==> config.mk <==
export PLATFORM = sky130hd
export DESIGN_NAME = bus_rr_arbiter
export DESIGN_NICKNAME = d
export VERILOG_FILES = /design/src/rtl/bus_pkg.sv /design/src/rtl/bus_sync_fifo.sv /design/src/rtl/bus_rr_arbiter.sv
export SDC_FILE = /design/constraint.sdc
export NUM_CORES = 1
export LEC_CHECK = 0
export BUFFER_PORTS_ARGS = -buffer_cell sky130_fd_sc_hd__buf_2
export CAP_MARGIN = 15
export CORE_UTILIZATION = 63
export DETAILED_ROUTE_END_ITERATION = 7
export HOLD_SLACK_MARGIN = 0.05
export PLACE_DENSITY = 0.82
export SKIP_CTS_REPAIR_TIMING = 1
export SLEW_MARGIN = 20
export SYNTH_ARGS = -nofsm -noshare
export SYNTH_HDL_FRONTEND = slang
export SYNTH_HIERARCHICAL = 1
export SYNTH_SLANG_ARGS = --single-unit
==> constraint.sdc <==
create_clock -name clk -period 15.8 [get_ports clk]
set_input_delay 0.79 -clock clk [delete_from_list [all_inputs] [get_ports clk]]
set_output_delay 0.79 -clock clk [all_outputs]
set_load 0.02 [all_outputs]
==> src/rtl/bus_pkg.sv <==
// Shared constants, packet-ID helper and grant classification for the packet bus.
package bus_pkg;

  localparam int ID_W       = 8;
  localparam int DROP_CNT_W = 16;
  localparam int MAX_PCKG   = 256;

  typedef enum logic [1:0] {
    GNT_NONE,
    GNT_UNI,
    GNT_BCAST,
    GNT_DROP
  } grant_kind_e;

  // Destination ID lives in the top ID_W bits of a pckg-wide packet.
  function automatic logic [ID_W-1:0] pkt_id(input logic [MAX_PCKG-1:0] pkt, input int pckg);
    return ID_W'(pkt >> (pckg - ID_W));
  endfunction

endpackage

==> src/rtl/bus_sync_fifo.sv <==
// Synchronous FIFO with wrap-around pointers; the extra pointer MSB separates full from empty.
module bus_sync_fifo #(
  parameter int WIDTH = 32,
  parameter int DEPTH = 8
) (
  input  logic                     clk,
  input  logic                     reset,
  input  logic                     push,
  input  logic                     pop,
  input  logic [WIDTH-1:0]         wdata,
  output logic [WIDTH-1:0]         rdata,
  output logic                     full,
  output logic                     empty,
  output logic [$clog2(DEPTH):0]   count
);

  localparam int AW = $clog2(DEPTH);

  logic [WIDTH-1:0] mem [DEPTH];
  logic [AW:0]      wr_ptr;
  logic [AW:0]      rd_ptr;
  logic             wr_en;
  logic             rd_en;

  assign empty = (wr_ptr == rd_ptr);
  assign full  = (wr_ptr == {~rd_ptr[AW], rd_ptr[AW-1:0]});
  assign count = wr_ptr - rd_ptr;
  assign rdata = mem[rd_ptr[AW-1:0]];

  // A pop frees the entry this cycle, so a push into a full FIFO is still taken.
  assign rd_en = pop && !empty;
  assign wr_en = push && (!full || rd_en);

  always_ff @(posedge clk) begin
    if (wr_en) mem[wr_ptr[AW-1:0]] <= wdata;
  end

  always_ff @(posedge clk or negedge reset) begin
    if (!reset) begin
      wr_ptr <= '0;
      rd_ptr <= '0;
    end else begin
      if (wr_en) wr_ptr <= wr_ptr + 1'b1;
      if (rd_en) rd_ptr <= rd_ptr + 1'b1;
    end
  end

endmodule

==> src/rtl/bus_rr_arbiter.sv <==
// Packet bus: per-device input FIFOs, round-robin arbiter, per-device output slots,
// broadcast delivery and drop accounting for invalid destinations.
module bus_rr_arbiter
  import bus_pkg::*;
#(
  parameter int              DRIVERS = 4,
  parameter int              PCKG    = 32,
  parameter int              DEPTH   = 8,
  parameter logic [ID_W-1:0] BROD    = 8'hFF
) (
  input  logic                              clk,
  input  logic                              reset,
  input  logic [DRIVERS-1:0]                push,
  input  logic [DRIVERS-1:0][PCKG-1:0]      D_push,
  output logic [DRIVERS-1:0]                full,
  output logic [DRIVERS-1:0]                ovf,
  output logic [DRIVERS-1:0]                pndng,
  output logic [DRIVERS-1:0][PCKG-1:0]      D_pop,
  input  logic [DRIVERS-1:0]                pop,
  output logic [DROP_CNT_W-1:0]             drop_cnt
);

  localparam int              LG_W   = $clog2(DRIVERS);
  localparam int              CNT_W  = $clog2(DEPTH) + 1;
  localparam logic [ID_W-1:0] DRV_ID = ID_W'(DRIVERS);

  logic [DRIVERS-1:0]             fifo_full;
  logic [DRIVERS-1:0]             fifo_empty;
  logic [DRIVERS-1:0]             fifo_pop;
  logic [DRIVERS-1:0][CNT_W-1:0]  fifo_count;
  logic [DRIVERS-1:0][PCKG-1:0]   head;
  logic [DRIVERS-1:0][ID_W-1:0]   head_id;

  logic [DRIVERS-1:0]             slot_free;
  logic [DRIVERS-1:0]             eligible;
  logic [DRIVERS-1:0]             load;
  logic [LG_W-1:0]                last_grant;
  logic                           gnt_valid;
  logic [LG_W-1:0]                gnt_idx;
  logic [ID_W-1:0]                gnt_id;
  logic [PCKG-1:0]                gnt_pkt;
  grant_kind_e                    gnt_kind;

  for (genvar i = 0; i < DRIVERS; i++) begin : g_fifo
    bus_sync_fifo #(
      .WIDTH (PCKG),
      .DEPTH (DEPTH)
    ) u_fifo (
      .clk   (clk),
      .reset (reset),
      .push  (push[i]),
      .pop   (fifo_pop[i]),
      .wdata (D_push[i]),
      .rdata (head[i]),
      .full  (fifo_full[i]),
      .empty (fifo_empty[i]),
      .count (fifo_count[i])
    );
    assign full[i]    = (fifo_count[i] == CNT_W'(DEPTH));
    assign head_id[i] = pkt_id(MAX_PCKG'(head[i]), PCKG);
  end

  // Popping a slot frees it in the same cycle, allowing a back-to-back reload.
  assign slot_free = ~pndng | pop;

  always_comb begin
    eligible = '0;
    for (int i = 0; i < DRIVERS; i++) begin
      if (!fifo_empty[i]) begin
        if (head_id[i] < DRV_ID)
          eligible[i] = slot_free[head_id[i][LG_W-1:0]];
        else if (head_id[i] == BROD)
          eligible[i] = &(slot_free | (DRIVERS'(1) << i));
        else
          eligible[i] = 1'b1;
      end
    end
  end

  always_comb begin
    int cand;
    cand      = 0;
    gnt_valid = 1'b0;
    gnt_idx   = '0;
    for (int k = 1; k <= DRIVERS; k++) begin
      cand = int'(last_grant) + k;
      if (cand >= DRIVERS) cand = cand - DRIVERS;
      if (!gnt_valid && eligible[cand]) begin
        gnt_valid = 1'b1;
        gnt_idx   = LG_W'(cand);
      end
    end
  end

  always_comb begin
    gnt_id   = head_id[gnt_idx];
    gnt_pkt  = head[gnt_idx];
    gnt_kind = GNT_NONE;
    fifo_pop = '0;
    load     = '0;
    if (gnt_valid) begin
      fifo_pop = DRIVERS'(1) << gnt_idx;
      if (gnt_id < DRV_ID) begin
        gnt_kind = GNT_UNI;
        load     = DRIVERS'(1) << gnt_id[LG_W-1:0];
      end else if (gnt_id == BROD) begin
        gnt_kind = GNT_BCAST;
        load     = ~(DRIVERS'(1) << gnt_idx);
      end else begin
        gnt_kind = GNT_DROP;
      end
    end
  end

  always_ff @(posedge clk or negedge reset) begin
    if (!reset) begin
      pndng <= '0;
      D_pop <= '0;
    end else begin
      for (int j = 0; j < DRIVERS; j++) begin
        if (load[j]) begin
          pndng[j] <= 1'b1;
          D_pop[j] <= gnt_pkt;
        end else if (pop[j]) begin
          pndng[j] <= 1'b0;
        end
      end
    end
  end

  always_ff @(posedge clk or negedge reset) begin
    if (!reset) begin
      last_grant <= LG_W'(DRIVERS - 1);
      ovf        <= '0;
      drop_cnt   <= '0;
    end else begin
      if (gnt_valid) last_grant <= gnt_idx;
      ovf <= ovf | (push & fifo_full & ~fifo_pop);
      if (gnt_kind == GNT_DROP && drop_cnt != '1) drop_cnt <= drop_cnt + 1'b1;
    end
  end

endmodule

# After elaboration in Yosys (flattened, before gate mapping)
# Memory sizes are Yosys's and may differ from the RTL's.
# Index checks and enable logic that the tools add are counted.
# totals
ff_bits	186
ramBits	1024
out_inout_bits	156
n_memories	4
# mem_list
memory	words	word_bits	rd	rd_clocked_by_memory_dff	write_ports	line_no	source
g_fifo[0].u_fifo.mem	8	32	1	0	1	bus_sync_fifo.sv:19	logic [WIDTH-1:0] mem [DEPTH];
g_fifo[1].u_fifo.mem	8	32	1	0	1	bus_sync_fifo.sv:19	
g_fifo[2].u_fifo.mem	8	32	1	0	1	bus_sync_fifo.sv:19	
g_fifo[3].u_fifo.mem	8	32	1	0	1	bus_sync_fifo.sv:19	
# op_classes
n_addsub	21
magnitude_cmp	18
eq_ne	19
shifts	2
mux	71
n_bitwise	11
n_reduce_logical	35
# ops
operator	count
$mux 32	5
$lt 32x4->1 const B	4
$bmux 32 s2	1
$mux 1	45
$eq 8x8->1 const B	5
$lt 8x3->1 const B	5
$add 4x1->4 const B	8
$eq 4x4->1	8
$add 16x1->16 const B	1
$bmux 1 s2	8
$bmux 8 s2	1
$eq 4x4->1 const B	4
$mux 4	4
$ne 16x16->1 const B	1
$sub 4x4->4	4
$lt 2x3->1 const B	5
$logic_and 1x1->1	12
$mux 2	6
$not 4->4	3
$reduce_and 3->1	4
$sub 3x3->4 const B	3
$logic_not 1->1	11
$ge 3x3->1 const B	3
$and 4x4->4	2
12 further kinds	24

# Longest topological paths before layout
# logic_depth
ltp_word	27
depth_mapped	21
mapped_depth_nobuf	15

# Hierarchy
# The synthesis kept the hierarchy.
# modules_own_cells
module	instances	cells_each	area_per_inst_um2	seq_area_each_um2
bus_sync_fifo at g_fifo[1].u_fifo ...	3	496	10166.0	7887.6
bus_sync_fifo at g_fifo[0].u_fifo	1	499	10179.8	7887.6
bus_rr_arbiter	1	606	7667.4	3856.2

# Worst setup path after synthesis
# Ideal clock, no wire load.
# synth_timing
path_kind	flip-flop to flip-flop
startpoint	register g_fifo[1].u_fifo.rd_ptr[0]
endpoint	memory g_fifo[0].u_fifo.mem[4][0] (enable)
arrival_ns	6.459
path_slack_ns	8.840
path_stages_with_launch	16
n_path_buf	4
synth_period_minus_slack_ns	6.960
path_cell_list	dfrtp_1 > buf_4 > buf_4 > mux4_2 > nand2_1 > nand2_1 > mux4_2 > o211ai_2 > o2bb2ai_2 > a211oi_4 > buf_6 > buf_2 > nand2_1 > nor2_1 > nor3_1 > nor4_1
# synth_lines
element	line_no	source
start, declared	bus_sync_fifo.sv:21	logic [AW:0] rd_ptr;
start signal, assigned	bus_sync_fifo.sv:44	if (rd_en) rd_ptr <= rd_ptr + 1'b1;
end, declared	bus_sync_fifo.sv:19	

==> flow_summary.json <==
{
  "p_per_area_nw_per_um2": 210.5,
  "routed_via_density": 6.467,
  "synth_common_cells": "1024 x edfxtp_1, 416 x nand2_1, 260 x mux4_2",
  "cp-end-kind": "flop",
  "synth_area_leaders": "edfxtp_1 64%, mux4_2 12%, dfrtp_1 9.5%",
  "hold_viol": 0,
  "die-area_um2": 77850,
  "yosys_warnings": 6,
  "die_h_um": 279.0,
  "synth-async-reset-ratio": 0.1537,
  "wl_um": 119100,
  "slew_violations": 0,
  "crit_type": "reg2reg",
  "io_pins": 294,
  "firstDrtPassIters": 5,
  "remaining_drc_errors": 0,
  "clk_pin_slew_ns": 0.06,
  "max_freq_ghz": 0.1355,
  "period_share": 0.4670,
  "dp_hpwl_um": 73110,
  "antenna_found_initial": 26,
  "place.gp.congestion": 0.8412,
  "drive_above_1_share": 0.3204,
  "synth_top_area_cell": "edfxtp_1",
  "wl_per_cell_um": 29.17,
  "overflow": 0,
  "clockBufferDepth": 3,
  "grt_max_degree": 114,
  "nFillCells": 4272,
  "grt_pass1_wl_um": 172300,
  "synth_top_area_share": 0.6360,
  "num_vias": 26400,
  "fin_crit_ns": 7.379,
  "cts_sinks": 1210,
  "setup_violations": 0,
  "seq_area_frac_synth": 0.7324,
  "syn-cell-area_um2": 48350,
  "total_leakage_power_nw": 20.19,
  "synth_area_per_cell_um2": 18.64,
  "worst_ep_arrival_time_ns": 7.93,
  "grt_pass1_vias": 26180,
  "ir_drop_v": 0.0002298,
  "cts_buffers": 113,
  "outcome": "completed",
  "insertion_delay_ns": 0.69,
  "yosysUniqueCellTypes": 71,
  "holdCritPathClass": "in2async",
  "antenna_left": 0,
  "rsz0062_at_grt": "false",
  "finalNonFillerCells": 4082,
  "finalClockSkew_ns": 0.03095,
  "cap_viol_max_count": 0,
  "ctsHtreeMaxLevel": 3,
  "chipWidth_um": 279.0,
  "ys_ff_latch": 1210,
  "synthCells": 2593,
  "setup_tns_ns": 0,
  "synthesis.nets": 2756,
  "floorplan.initialDensity": 0.6365,
  "synthFlopType": "edfxtp_1",
  "critPathRequiredTime_ns": 16.35,
  "cts-root-buf": "clkbuf_16",
  "area_growth_pct": 13.30,
  "crit_path_max_fanout": 52,
  "nets": 3099,
  "synth_edf_count": 1024,
  "start_kind": "flop",
  "drt_iter0_drc": 3236,
  "max_slew_margin": 0.2872,
  "placed_cells": 3850,
  "portBuffers": 293,
  "grt_util_all_layers": 0.3080,
  "cts_tree": "done",
  "coreArea_um2": 75950,
  "tightest_slew_ns": 1.054,
  "yosysMostFrequentCell": "edfxtp_1",
  "rows": 101
}
==> layout by cell type (no fill, tap or decap), types with 26 or more instances in the layout <==
| master | Yosys | routed |
|---|---|---|
| edfxtp_1 | 1024 | 1024 |
| inv_1 | 47 | 47 |
| a21oi_1 | 29 | 29 |
| xnor2_1 | 27 | 27 |
| a211oi_1 | 26 | 26 |
| mux4_2 | 260 | 260 |
| nand2_1 | 416 | 415 |
| mux2_4 | 34 | 34 |
| buf_2 | 30 | 292 |
| nor2_1 | 57 | 36 |
| clkbuf_16 | 0 | 117 |
| mux2_2 | 73 | 73 |
| buf_4 | 26 | 51 |
| nor2b_1 | 28 | 28 |
| dfrtp_1 | 184 | 176 |
| mux2i_1 | 47 | 47 |
==> flip-flops by register name, summed over array words and instances (netlist names) <==
name and flops:
D_pop 128, g_fifo.u_fifo/rd_ptr 16, pndng 4, ovf 4
g_fifo.u_fifo/wr_ptr 16, drop_cnt 16, last_grant 2, g_fifo.u_fifo/mem 1024
==> layout make-up <==
class	count	area [um2]	share of cell area
clock buffers	161	3277	0.05982
diodes	18	45.04	0.0008223
clock inverters	52	424.2	0.007743
flip-flops and latches	1210	35430	0.6467
well taps	1030	1289	0.02353
multi-input cells	1213	12200	0.2227
repair buffers	347	1924	0.03513
inverters	51	191.4	0.003495
==> logic make-up (layout without fill, tap and decap cells) <==
family                   after synthesis  in the layout  share of synthesized area
flip-flops                          1210           1210                     0.7324
AND/OR/NAND/NOR                      604            604                    0.05510
multiplexers                         420            420                     0.1600
buffers and inverters                170            611                    0.01783
AO/OA/AOI/OAI                        111            111                    0.01734
XOR/XNOR                              53             53                    0.01022
adder cells (fa/ha/maj)               25             25                   0.007091
other                                  0             18                          0
==> stage by stage <==
stage	utilization	power (mW)	cell area, um2	hold slack [ns]	setup WS [ns]
2_1_floorplan	-	7.300	48350	0.4584	8.840
3_3_place_gp	0.6711	8.639	50970	0.4501	8.604
3_5_place_dp	0.6714	8.796	50990	0.4563	8.521
4_1_cts	0.7202	11.50	54700	0.2502	8.482
5_1_grt	0.7210	11.91	54760	0.2789	8.046
6_report	0.7212	11.53	54780	0.2174	8.421
==> final timing paths <==
path,startpoint,cells after the start,endpoint,slack [ns]
setup / recovery,g_fifo[2].u_fifo/rd_ptr[0],16,D_pop[72],8.42
max in group asynchronous,reset,3,g_fifo[1].u_fifo/rd_ptr[1],14.21
setup reg to reg,g_fifo[2].u_fifo/rd_ptr[0],16,D_pop[72],8.42
min in group clk,D_push[70],1,g_fifo[2].u_fifo/mem[7][6],0.38
hold reg to reg,D_pop[121],1,D_pop[121],0.47
hold / removal,reset,1,D_pop[29],0.22
==> metal layers <==
metal / global-route usage / vias to the layer above / wire length (um)
met5: 0 / - / 138
met4: 0.1409 / 22 / 5404
met3: 0.06326 / 277 / 12300
met2: 0.4903 / 1723 / 58330
met1: 0.4166 / 13590 / 42920
li1: - / 10790 / -
==> critical path, cell delays in order, from the launching register on <==
cell	delay, ns
dfrtp_4	0.87
buf_4	0.68
mux4_2	0.59
nand2_1	0.08
nand2_1	0.13
mux4_2	0.46
a311oi_1	0.44
inv_1	0.15
a211oi_4	0.25
buf_4	0.71
mux2i_1	0.32
mux2i_4	0.35
nand4_2	0.21
nor3_4	0.30
nand3_1	0.36
nand2_2	0.88
mux2_2	0.43
==> power by group <==
part / switching, mW / total [mW] / internal (mW)
Combinational: 2.80 / 4.40 / 1.60
Clock: 1.15 / 2.66 / 1.51
Sequential: 0.368 / 4.47 / 4.10
Total: 4.31 / 11.5 / 7.21
Note: power is estimated with default switching activity, not from simulation.
